## config.mk

```make
export PLATFORM = sky130hd
export DESIGN_NAME = dmem_arbiter
export DESIGN_NICKNAME = d
export VERILOG_FILES = /design/src/rtl/dmem_arbiter.sv
export SDC_FILE = /design/constraint.sdc
export NUM_CORES = 1
export LEC_CHECK = 0
export ABC_AREA = 0
export BUFFER_PORTS_ARGS = -buffer_cell sky130_fd_sc_hd__buf_4
export CORE_ASPECT_RATIO = 2
export CORE_MARGIN = 2
export CORE_UTILIZATION = 35
export CTS_CLUSTER_SIZE = 12
export DETAILED_ROUTE_END_ITERATION = 6
export GPL_TIMING_DRIVEN = 0
export SETUP_SLACK_MARGIN = 0.4
export SLEW_MARGIN = 5
export SYNTH_ARGS = -nofsm -noshare
export SYNTH_HDL_FRONTEND = slang
export SYNTH_SLANG_ARGS = --single-unit
```

## constraint.sdc

```tcl
create_clock -name clk -period 1.9 [get_ports clk]
set_input_delay 0 -clock clk [delete_from_list [all_inputs] [get_ports clk]]
set_output_delay 0 -clock clk [all_outputs]
set_load 0.1 [all_outputs]
```

## src/rtl/dmem_arbiter.sv

```systemverilog
// Two-port arbiter for one single-port data memory; port 0 has priority, port 1 is guaranteed a slot after MAX_BURST.
// Latency: grant one cycle after the request is sampled, read data MEM_LAT+2 cycles after it (all outputs registered).
// Backpressure: a request is held until its grant; DMEM_ARB_STATS_EN adds a conflict counter with synchronous clear.
module dmem_arbiter #(
  parameter int AW        = 32,
  parameter int DW        = 32,
  parameter int MEM_LAT   = 1,
  parameter int MAX_BURST = 4
) (
  input  logic          clk,
  input  logic          reset,
  input  logic          req0,
  input  logic          we0,
  input  logic [AW-1:0] addr0,
  input  logic [DW-1:0] wdata0,
  output logic          gnt0,
  output logic          rvalid0,
  output logic [DW-1:0] rdata0,
  input  logic          req1,
  input  logic          we1,
  input  logic [AW-1:0] addr1,
  input  logic [DW-1:0] wdata1,
  output logic          gnt1,
  output logic          rvalid1,
  output logic [DW-1:0] rdata1,
  output logic          mem_en,
  output logic          mem_we,
  output logic [AW-1:0] mem_addr,
  output logic [DW-1:0] mem_wdata,
  input  logic [DW-1:0] mem_rdata,
  output logic          busy
`ifdef DMEM_ARB_STATS_EN
  ,
  input  logic          stats_clr,
  output logic [15:0]   conflict_cnt
`endif
);

  localparam logic [1:0] IDLE  = 2'd0;
  localparam logic [1:0] ISSUE = 2'd1;
  localparam logic [1:0] WAIT  = 2'd2;

  localparam logic [3:0] BURST_MAX = 4'(MAX_BURST);
  localparam logic [2:0] LAT       = 3'(MEM_LAT);

  logic [1:0] state;
  logic       win;
  logic       is_wr;
  logic [2:0] lat_cnt;
  logic [3:0] burst_cnt;
  logic       any_req;
  logic       pick1;

  assign any_req = req0 | req1;
  // Port 1 wins when alone, or when port 0 has used up its burst allowance.
  assign pick1   = req1 & (~req0 | (burst_cnt == BURST_MAX));

  always_ff @(posedge clk or negedge reset) begin
    if (!reset) begin
      state     <= IDLE;
      win       <= 1'b0;
      is_wr     <= 1'b0;
      lat_cnt   <= '0;
      burst_cnt <= '0;
      gnt0      <= 1'b0;
      gnt1      <= 1'b0;
      rvalid0   <= 1'b0;
      rvalid1   <= 1'b0;
      rdata0    <= '0;
      rdata1    <= '0;
      mem_en    <= 1'b0;
      mem_we    <= 1'b0;
      mem_addr  <= '0;
      mem_wdata <= '0;
      busy      <= 1'b0;
    end else begin
      gnt0      <= 1'b0;
      gnt1      <= 1'b0;
      rvalid0   <= 1'b0;
      rvalid1   <= 1'b0;
      mem_en    <= 1'b0;
      mem_we    <= 1'b0;
      mem_addr  <= '0;
      mem_wdata <= '0;
      case (state)
        IDLE: begin
          if (!req1 || pick1) begin
            burst_cnt <= '0;
          end else if (burst_cnt != BURST_MAX) begin
            burst_cnt <= burst_cnt + 4'd1;
          end
          if (any_req) begin
            state     <= ISSUE;
            busy      <= 1'b1;
            win       <= pick1;
            is_wr     <= pick1 ? we1 : we0;
            mem_en    <= 1'b1;
            mem_we    <= pick1 ? we1 : we0;
            mem_addr  <= pick1 ? addr1 : addr0;
            mem_wdata <= pick1 ? wdata1 : wdata0;
            gnt0      <= ~pick1;
            gnt1      <= pick1;
          end
        end
        ISSUE: begin
          if (is_wr) begin
            state <= IDLE;
            busy  <= 1'b0;
          end else begin
            state   <= WAIT;
            lat_cnt <= LAT;
          end
        end
        WAIT: begin
          lat_cnt <= lat_cnt - 3'd1;
          // Last wait cycle is the one in which the memory presents read data.
          if (lat_cnt == 3'd1) begin
            state <= IDLE;
            busy  <= 1'b0;
            if (win) begin
              rvalid1 <= 1'b1;
              rdata1  <= mem_rdata;
            end else begin
              rvalid0 <= 1'b1;
              rdata0  <= mem_rdata;
            end
          end
        end
        default: begin
          state <= IDLE;
          busy  <= 1'b0;
        end
      endcase
    end
  end

`ifdef DMEM_ARB_STATS_EN
  always_ff @(posedge clk or negedge reset) begin
    if (!reset) begin
      conflict_cnt <= '0;
    end else if (stats_clr) begin
      conflict_cnt <= '0;
    end else if (state == IDLE && req0 && req1 && conflict_cnt != 16'hFFFF) begin
      conflict_cnt <= conflict_cnt + 16'd1;
    end
  end
`endif

endmodule

```

Yosys cells after proc, flatten, opt, wreduce, memory -nomap -nowiden
Cells that the tools add are included.

Add/subtract/negate cells: 2. Multiply operators: 0. Div/mod/pow operators: 0. Magnitude comparators: 0. Equality and inequality tests: 9. Shifts and indexed selects: 0. Muxes and demuxes: 33. Bitwise logic cells: 6. Reduce and logical (&&, ||, !) cells: 12.

Operators with widths (count): $mux 32 (6); $mux 1 (18); $reduce_and 3->1 (3); $mux 4 (2); $ne 2x2->1 const B (4); $reduce_and 2->1 (4); $mux 2 (3); $pmux 2 s3 (1); $pmux 3 s2 (1); $add 4x1->4 const B (1); $eq 4x3->1 const B (1); $ne 4x3->1 const B (1); $reduce_bool 2->1 (2); $eq 3x1->1 const B (1); $mux 3 (1); $not 1->1 (3); $pmux 1 s3 (1); $sub 3x1->3 const B (1); $eq 2x1->1 const B (1); $eq 2x2->1 const B (1); $logic_not 2->1 (1); $or 1x1->1 (2); $and 1x1->1 (1); $logic_not 1->1 (1); $logic_or 1x1->1 (1).

Register bits after elaboration: 146. Latch bits: 0. RAM bits: 0. ROM bits: 0. Input bits: 166. Output and inout bits: 135. Logic and storage cells: 78. Memories kept: 0.

Logic depth before layout (Yosys ltp)
Gate-level depths: netlist of the first run.

Depth after elaboration: 6. Depth in mapped cells: 7. Mapped depth without buffers: 5.

Least setup slack after synthesis of the first run
OpenSTA, ideal clock, no wires.

Path kind: register to register. Start point: reg lat_cnt[1]. End point: reg rdata0[0]. Library setup time: 0.126 ns. Arrival time: 1.541 ns. Required time: 1.774 ns. Path slack: 0.232 ns. Stages on the path, launching flop included: 8. Path buffers: 2. Period minus slack after synthesis: 1.668 ns. Cell sequence: dfrtp_1 inv_1 ha_1 nor2b_1 and3_1 buf_6 buf_8 mux2_4.

Word-level cells in the longest chain between the ends: 2.

RTL lines: from (decl) (RTL line 49) `logic [2:0] lat_cnt;`; from (signal assigned) (RTL line 115) `lat_cnt <= lat_cnt - 3'd1;`; $eq 3x1->1 (RTL line 117) `if (lat_cnt == 3'd1) begin`; $reduce_and 3->1 (no source line); to (signal assigned) (RTL line 125) `rdata0 <= mem_rdata;`; to (decl) (RTL line 18) `output logic [DW-1:0] rdata0,`.

No other way between the ends. A chain may end at the register's enable or synchronous reset.

Worst setup path after layout of the first run
Start point: reg lat_cnt[1]. End point: reg rdata0[24].

Same word-level chain as after synthesis.

==> results of run 1 <==
## what timing repair did
item                                    in CTS  in global routing
pin swaps                                   55                  8
resized for setup                          186                 99
gates cloned                                 8                  3
hold buffers                               165                  0
hold endpoints to repair                   203                  0
endpoints found under the setup margin     137                138
buffers inserted                            23                  4
## worst max path at each step
stage	startpoint	to	slack, ns
CTS	lat_cnt[1]	rdata0[24]	0.16
global placement	burst_cnt[0]	mem_wdata[3]	-0.07
floorplan	lat_cnt[1]	rdata0[0]	0.32
global route	lat_cnt[1]	rdata0[24]	0.08
finish	lat_cnt[1]	rdata0[24]	0.16
detailed placement	burst_cnt[0]	mem_wdata[3]	-0.07
## cells in the mapped netlist (2+ instances only)
master	count
dfrtp_1	146
nand2_1	71
o2111ai_1	66
o21ai_0	64
mux2_2	32
mux2_4	29
clkbuf_1	24
buf_2	16
inv_1	8
buf_1	5
o21ai_1	5
ha_1	4
nor2_1	4
a21oi_1	3
buf_8	3
mux2_1	3
nand3_1	3
and2_1	2
buf_6	2
clkbuf_2	2
nand2b_1	2
nand4_1	2
o22ai_1	2
## cell type report
type | instances | share of cell area, %
repair buffers | 503 | 35.4
flip-flops and latches | 146 | 29.6
multi-input cells | 308 | 23.8
plain buffers | 53 | 4.11
clock buffers | 21 | 3.64
well taps | 213 | 2.16
clock inverters | 11 | 1.05
inverters | 9 | 0.273
## logic make-up (layout without fill, tap and decap cells)
logic type	count (synthesis)	in the layout	share of synthesized area, %
AOI/OAI and AO/OA	148	148	16.3
muxes	64	64	13.2
DFF	146	146	58.3
buffers and inverters	62	597	4.91
and+or+nand+nor	92	92	6.45
adders and majority gates	4	4	0.799
## routing by layer
metal | vias to the layer above | wire [um] | GRT usage [%]
li1 | 2934 | - | -
met4 | 0 | 1270 | 13.0
met5 | - | 0 | 0
met1 | 3224 | 8550 | 25.8
met3 | 89 | 1630 | 6.21
met2 | 368 | 14600 | 49.3
## metrics by stage
step | instance area, um^2 | util (%) | worst slack (ns) | power [mW]
6_report | 12400 | 69.9 | 0.156 | 23.1
3_3_place_gp | 8800 | 49.7 | -0.0667 | 18.0
4_1_cts | 11900 | 67.0 | 0.162 | 22.6
5_1_grt | 12400 | 69.9 | 0.0833 | 23.9
3_5_place_dp | 8830 | 49.9 | -0.0748 | 18.2
2_1_floorplan | 6290 | - | 0.317 | 15.1
## flip-flops by register name, summed over array words and instances, names as in the netlist, 2 cells and up
| name | count |
|---|---|
| mem_addr | 32 |
| rdata0 | 32 |
| mem_wdata | 32 |
| state | 2 |
| lat_cnt | 3 |
| burst_cnt | 4 |
| rdata1 | 32 |
## worst max-delay path, cell delays in order (launching register included)
cell and delay, ns:
dfrtp_1 0.39, inv_2 0.08, ha_4 0.12, nor2b_4 0.16
and3_4 0.19, buf_8 0.13, buf_12 0.11, buf_12 0.12
mux2_4 0.31
## power by group
| group | switching [mW] | internal (mW) |
|---|---|---|
| clock network | 1.33 | 1.98 |
| registers | 0.606 | 4.27 |
| logic | 11.0 | 3.94 |
| total | 12.9 | 10.2 |
==> summary.txt, run 1 <==
Clocking
  – Clk slew on worst S/H paths: 0.07 ns
  – Root Buffer: clkbuf_16
  – Clk sink count: 146
  – CTS tree: built
  – Worst-Skew Late Latency: 0.42 ns
  – Total CTS buffers: 17
  – H-tree depth: 4
  – Clock Path Buffers: 2

Synthesis
  – Syn_nets: 686
  – EDFF count, synth: 0
  – Cells after synthesis: 516
  – Leading area contributor after synthesis: dfrtp_1
  – Syn. warnings: 0
  – Mapped Area: 6270 um^2
  – Dominant synthesized flop cell: dfrtp_1
  – Top-area cell type share of the netlist area: 58.3%
  – Synth cell types: 41
  – Flop and latch count out of synthesis: 146
  – Sequential element share of the synthesized area: 58.3%
  – Post-synth ARST share: 100%
  – Syn avg cell area: 12.1 um^2
  – Top cells by area, synth: dfrtp_1 (58%), o2111ai_1 (9.2%), mux2_4 (6.9%)

Timing
  – Final Hold Fails: 0
  – Tmin final: 1.74 ns
  – RSZ-0062 raised after global routing: yes
  – Worst Skew: 0.0141 ns
  – Final slew viol count: 0
  – Fin Hold WS: 0.132 ns
  – Setup violators final: 0
  – Crit share post-route: 91.8%
  – Slew margin rel.: 50.6%
  – Setup TNS: 0 ns
  – Worst slew pin tran: 0.741 ns
  – Max Freq: 0.573 GHz

Setup path
  – R2r endpoint: rdata0[24]
  – CP Launch Type: register
  – Critical path fanouts, max: 6
  – Worst setup EP type: register
  – Critical path arrival: 2.05 ns
  – Critical Path RT: 2.20 ns
  – CP Class: reg2reg
  – Worst R2R Path Depth: 8
  – Slack of the worst reg-to-reg path: 0.16 ns
  – Worst r2r src: lat_cnt[1]

Drt
  – Avg WL per Cell: 20.6 um
  – Post-route DRC: 0
  – Vias: 6615
  – Routed Wire Length: 26.0 mm
  – Antenna viol nets, final: 0
  – Pre-Repair DR Iteration Count: 5
  – Iteration-0 DRC count of the detailed router: 228
  – Routed vias/inst: 5.23

Die
  – Die height: 193 um
  – Die area: 19100 um^2
  – Die Span X: 98.6 um
  – Io pins: 301
  – Core ar.: 17700 um^2
  – Initial core utilization: 35.4%
  – Num rows: 69

Final layout
  – Number of fill cells: 1134
  – Area growth syn-to-layout: 97.3%
  – Ant. Diodes: 0
  – Layout cells sized above 1: 55.8%
  – Non-Filler Instances: 1264
  – Multi-input gate area: 2940 um^2
  – Most frequent cells in the layout: buf_4 (321), dlygate4sd3_1 (165), dfrtp_1 (146)
  – Reg area: 3650 um^2
  – Most common cell after layout, fill and taps aside: buf_4
  – Nets: 1208

GRT
  – Initial antenna violation count: 0
  – First-pass GRT wire length: 39.1 mm
  – Gr ovfl total: 0
  – Global Route Usage Sum: 26.1%
  – Pin count of the biggest net entering global routing: 78
  – Vias in the first global route: 7544

Min path
  – HP Class: in2reg
  – Hold Crit Start: req1
  – Hold Path End: mem_wdata[9]
  – Hold path depth: 4

Flow run
  – Max-cap violations: 0

Placed design
  – Placed insts: 1029
  – Port Buffers: 299
  – RePlAce Congestion: 0.844
  – Post-DP HPWL: 16.3 mm

Pwr
  – Cell Pwr Density: 1870 nW/um^2
  – Cell leakage power: 5.75 nW
  – Max IR drop VDD: 0.886 mV

Run status
  – Outcome: complete, no violations
Power figures use the tool's default switching activity.
==> run 2: changes to the inputs <==
- PLACE_DENSITY: default -> 0.66
- clock period: 1.9 -> 1.49 ns (I/O delays scaled with it)
==> run 2 against run 1 <==
Net effect: worst hold slack lost 0.059 ns; sequential power grew 36%; largest cell class unchanged; worst setup slack worse by 0.46 ns; utilization rose by 7.7 points; the run now ends with setup timing left; sequential cell count unchanged.
==> summary.txt, run 2 (synthesis gave the netlist of run 1 again) <==
Run status
  – Outcome: finished, violations left
  – Failing checks: setup timing

Timing
  – Worst setup margin: -0.302 ns
  – Tmin final: 1.79 ns
  – Fin Hold WS: 0.0733 ns
  – Worst slew pin tran: 0.916 ns
  – RSZ-0062 raised after global routing: yes
  – Worst Skew: 0.0131 ns
  – Slew margin rel.: 39.0%
  – Setup violators final: 138
  – Final slew viol count: 0
  – Max Freq: 0.558 GHz
  – Crit share post-route: 120%
  – Final Hold Fails: 0
  – Setup TNS: -26.94 ns

Setup path
  – Cell Chain, Critical Path: inv_2 > ha_4 > nor2b_4 > and3_4 > buf_8 > buf_6 > buf_16 > mux2_4
  – CP Class: reg2reg
  – Critical Path Sink: rdata0[3]
  – Worst r2r src: lat_cnt[1]
  – R2r endpoint: rdata0[3]
  – Critical path arrival: 2.10 ns
  – Critical Path Source: lat_cnt[1]
  – CP peak stage delay: 0.40 ns
  – CP Launch Type: register
  – Critical path fanouts, max: 5
  – Worst setup EP type: register
  – Worst R2R Path Depth: 8
  – Slack of the worst reg-to-reg path: -0.30 ns
  – Slowest-stage cell, CP: dfrtp_1
  – Critical Path RT: 1.80 ns

Min path
  – HP Class: in2reg
  – Hold Crit Start: req0

Placed design
  – RePlAce Congestion: 0.808
  – Post-DP HPWL: 15.0 mm
  – Port Buffers: 299

GRT
  – Pin count of the biggest net entering global routing: 88
  – Vias in the first global route: 7642
  – Gr ovfl total: 0
  – Global Route Usage Sum: 28.4%
  – Initial antenna violation count: 0
  – First-pass GRT wire length: 42.1 mm

Die
  – Die Span X: 98.6 um
  – Die height: 193 um
  – Die area: 19100 um^2
  – Core ar.: 17700 um^2
  – Io pins: 301
  – Initial core utilization: 35.4%
  – Num rows: 69

Clocking
  – H-tree depth: 4
  – CTS tree: built
  – Clock Path Buffers: 2
  – Clk slew on worst S/H paths: 0.07 ns
  – Total CTS buffers: 17
  – Clk sink count: 146
  – Root Buffer: clkbuf_16
  – Worst-Skew Late Latency: 0.44 ns

Final layout
  – Area growth syn-to-layout: 119%
  – Layout cells sized above 1: 59.9%
  – Reg area: 3660 um^2
  – Nets: 1233
  – Multi-input gate area: 3340 um^2
  – Most common cell after layout, fill and taps aside: buf_4
  – Ant. Diodes: 0
  – Number of fill cells: 955
  – Fin util: 77.5%
  – Most frequent cells in the layout: buf_4 (248), dlygate4sd3_1 (165), dfrtp_1 (142)

Flow run
  – Max-cap violations: 0

Drt
  – Antenna viol nets, final: 0
  – Vias: 6905
  – Pre-Repair DR Iteration Count: 4
  – Routed Wire Length: 30.8 mm
  – Avg WL per Cell: 23.9 um
  – Iteration-0 DRC count of the detailed router: 216
  – Post-route DRC: 0
  – Routed vias/inst: 5.36

Pwr
  – Cell leakage power: 6.32 nW
  – Cell Pwr Density: 2380 nW/um^2
  – Total power: 32.6 mW
  – Max IR drop VDD: 1.51 mV
run 2: changes by cell type in the layout (fill, tap and decap cells not counted), moves of 11 or more:
cell,before,now
o2111ai_1,27,4
buf_4,321,248
buf_6,16,85
mux2_2,30,7
o2111ai_4,4,15
buf_12,7,18
mux2_4,31,57
o2111ai_2,35,47
run 2: layout make-up:
| class | count | area share, % |
|---|---|---|
| timing repair buffer | 528 | 37.8 |
| clock inverter | 11 | 1.44 |
| inverter | 9 | 0.283 |
| tap | 213 | 1.94 |
| buffer | 53 | 4.29 |
| multi-input combinational | 308 | 24.3 |
| sequential | 146 | 26.7 |
| clock buffer | 21 | 3.28 |
run 2: what timing repair did:
| item | 4_1_cts | 5_1_grt |
|---|---|---|
| endpoints found under the setup margin | 163 | 254 |
| buffers inserted | 39 | 5 |
| endpoints found under the hold margin | 220 | 0 |
| gates cloned | 13 | 6 |
| pin swaps | 10 | 17 |
| hold buffers | 165 | 0 |
| resized for setup | 196 | 148 |
run 2: critical path, delay by kind of cell, from the launching register on:
| family | cells | cell delay, ns |
|---|---|---|
| AND/OR/NAND/NOR | 2 | 0.34 |
| buffers and inverters | 4 | 0.49 |
| flip-flops | 1 | 0.40 |
| adder cells (fa/ha/maj) | 1 | 0.12 |
| multiplexers | 1 | 0.33 |
run 2: worst min path at each step:
stage	endpoint	slack [ns]	cells past startpoint
global route	state[0]	0.1	3
CTS	state[0]	0.06	3
finish	state[0]	0.07	3
global placement	rdata1[17]	0.23	2
floorplan	burst_cnt[0]	-0.30	0
detailed placement	rdata1[18]	0.13	1
run 2: metrics by stage:
| stage | worst slack, ns | instance area, um^2 | std cells |
|---|---|---|---|
| 3_5_place_dp | -0.259 | 9080 | 1029 |
| 5_1_grt | -0.353 | 13700 | 1289 |
| 3_3_place_gp | -0.299 | 9040 | 1028 |
| 2_1_floorplan | -0.0934 | 6530 | 516 |
| 6_report | -0.302 | 13700 | 1289 |
| 4_1_cts | -0.188 | 12900 | 1278 |
run 2: routing by layer:
| metal | up-vias | wire length [um] | GRT usage (%) | share of wire (%) |
|---|---|---|---|---|
| li1 | 2999 | - | - | - |
| met5 | - | 0 | 0 | 0 |
| met2 | 344 | 17700 | 54.5 | 57 |
| met4 | 0 | 1150 | 12.4 | 3.7 |
| met1 | 3486 | 10200 | 28.4 | 33 |
| met3 | 76 | 1730 | 6.43 | 5.6 |
run 2: where the power goes:
| part | internal, mW | total [mW] | switching, mW | leakage (nW) |
|---|---|---|---|---|
| registers | 5.46 | 6.62 | 1.16 | 1.84 |
| logic | 6.51 | 21.1 | 14.6 | 4.17 |
| clock network | 3.04 | 4.89 | 1.85 | 0.313 |
==> run 3: changes to the inputs <==
- PLACE_DENSITY: 0.66 -> 0.65
- clock period: 1.49 -> 2.2 ns (I/O delays scaled with it)
==> run 3 against run 2 <==
Net effect: the run now ends clean; clock skew hardly changed; count of clock-buffer cells in the layout stayed put; critical path depth decreased by 1; clock power down 37%; worst hold slack got worse by 0.017 ns; wire length shrank 26%; die area stayed put.
==> summary.txt, run 3 (synthesis gave the netlist of run 1 again) <==
Run status
  – Outcome: complete, no violations

Pwr
  – Cell Pwr Density: 1690 nW/um^2
  – Max IR drop VDD: 0.941 mV
  – Cell leakage power: 5.36 nW

Setup path
  – Cell Chain, Critical Path: inv_1 > ha_1 > nand3b_1 > buf_6 > buf_2 > o2111ai_1 > o21ai_0
  – Critical Path RT: 2.47 ns
  – Bufs and invs on worst path: 3
  – Worst setup EP type: register
  – CP Launch Type: register
  – Critical path fanouts, max: 10
  – Slack of the worst reg-to-reg path: 0.44 ns
  – Slowest-stage cell, CP: dfrtp_1
  – CP peak stage delay: 0.41 ns
  – Critical path arrival: 2.02 ns
  – CP Class: reg2reg
  – Crit-path leading delay family: buffers and inverters

Timing
  – Worst slew pin tran: 0.679 ns
  – Final slew viol count: 0
  – Setup TNS: 0 ns
  – Max Freq: 0.569 GHz
  – Final Hold Fails: 0
  – Tmin final: 1.76 ns
  – Worst setup margin: 0.443 ns
  – Worst Skew: 0.0127 ns
  – Crit share post-route: 79.8%
  – RSZ-0062 raised after global routing: yes
  – Setup violators final: 0
  – Slew margin rel.: 54.7%

GRT
  – Gr ovfl total: 0
  – First-pass GRT wire length: 35.8 mm
  – Global Route Usage Sum: 23.5%
  – Pin count of the biggest net entering global routing: 114
  – Initial antenna violation count: 0
  – Vias in the first global route: 6971

Die
  – Io pins: 301
  – Initial core utilization: 35.4%
  – Die height: 193 um
  – Core ar.: 17700 um^2
  – Die area: 19100 um^2
  – Num rows: 69
  – Die Span X: 98.6 um

Drt
  – Avg WL per Cell: 18.3 um
  – Post-route DRC: 0
  – Routed vias/inst: 5.03
  – Routed Wire Length: 22.7 mm
  – Vias: 6231
  – Antenna viol nets, final: 0
  – Pre-Repair DR Iteration Count: 4
  – Iteration-0 DRC count of the detailed router: 186

Final layout
  – Area growth syn-to-layout: 80.9%
  – Number of fill cells: 1334
  – Nets: 1184
  – Most common cell after layout, fill and taps aside: buf_4
  – Ant. Diodes: 0
  – Layout cells sized above 1: 44.2%
  – Multi-input gate area: 2390 um^2
  – Most frequent cells in the layout: buf_4 (313), dlygate4sd3_1 (165), dfrtp_1 (146)
  – Non-Filler Instances: 1240
  – Reg area: 3650 um^2

Placed design
  – Pre-CTS WS: 0.184 ns
  – Placed insts: 1029
  – Port Buffers: 299
  – RePlAce Congestion: 0.811
  – Post-DP HPWL: 14.9 mm

Clocking
  – Clk slew on worst S/H paths: 0.07 ns
  – Clk sink count: 146
  – Root Buffer: clkbuf_16
  – Total CTS buffers: 17
  – Clock Path Buffers: 2
  – Worst-Skew Late Latency: 0.41 ns
  – CTS tree: built
  – H-tree depth: 4

Min path
  – HP Class: in2async

Flow run
  – Max-cap violations: 0
[run 3: timing repair]
item                                    in CTS  in global routing
pin swaps                                    0                  2
setup buffers                                0                 12
gates resized for setup                     11                 41
endpoints found under the setup margin     116                101
gates cloned                                 0                  2
hold buffers                               165                  0
hold endpoints to repair                   280                  0
[run 3: metal layers]
| layer | wire length [um] | GRT usage [%] |
|---|---|---|
| met5 | 0 | 0 |
| met4 | 653 | 10.1 |
| met3 | 1130 | 4.55 |
| met2 | 12800 | 44.0 |
| met1 | 8150 | 25.0 |
[run 3: per-stage QoR]
stage | power [mW] | hold WS (ns) | instance area, um^2 | utilization, %
2_1_floorplan | 13.0 | -0.296 | 6270 | -
3_3_place_gp | 15.5 | 0.230 | 8780 | 49.6
3_5_place_dp | 15.6 | -0.115 | 8810 | 49.8
4_1_cts | 19.0 | 0.0382 | 11100 | 62.7
5_1_grt | 19.8 | 0.0683 | 11300 | 64.0
6_report | 19.2 | 0.0560 | 11300 | 64.0
[run 3: worst reg2reg max path: stages (launching register included)]
cell and delay, ns:
dfrtp_1 0.41, inv_1 0.09, ha_1 0.19, nand3b_1 0.18, buf_6 0.20, buf_2 0.19
o2111ai_1 0.22, o21ai_0 0.15
[run 3: worst paths after layout]
kind,from,to,cells after the start
max in group asynchronous,reset,mem_wdata[20],3
worst min register to register,rdata1[18],rdata1[18],1
worst max register to register,burst_cnt[1],mem_wdata[16],7
worst min-delay path,reset,rdata0[27],2
min in group clk,wdata1[14],mem_wdata[14],4
worst max-delay path,burst_cnt[1],mem_wdata[16],7
[run 3: where the power goes]
group          internal [mW]  leakage (nW)  switching (mW)  total, mW
combinational           2.94          3.22            8.98       11.9
sequential              3.69          1.84           0.486       4.18
clock                   1.92         0.297            1.13       3.06
[run 3: layout make-up]
class                      count  share of cell area (%)
tap                          213                    2.35
clock buffer                  21                    3.97
clock inverter                11                    1.41
timing repair buffer         479                    35.7
inverter                       9                   0.298
sequential                   146                    32.2
buffer                        53                    2.99
multi-input combinational    308                    21.1
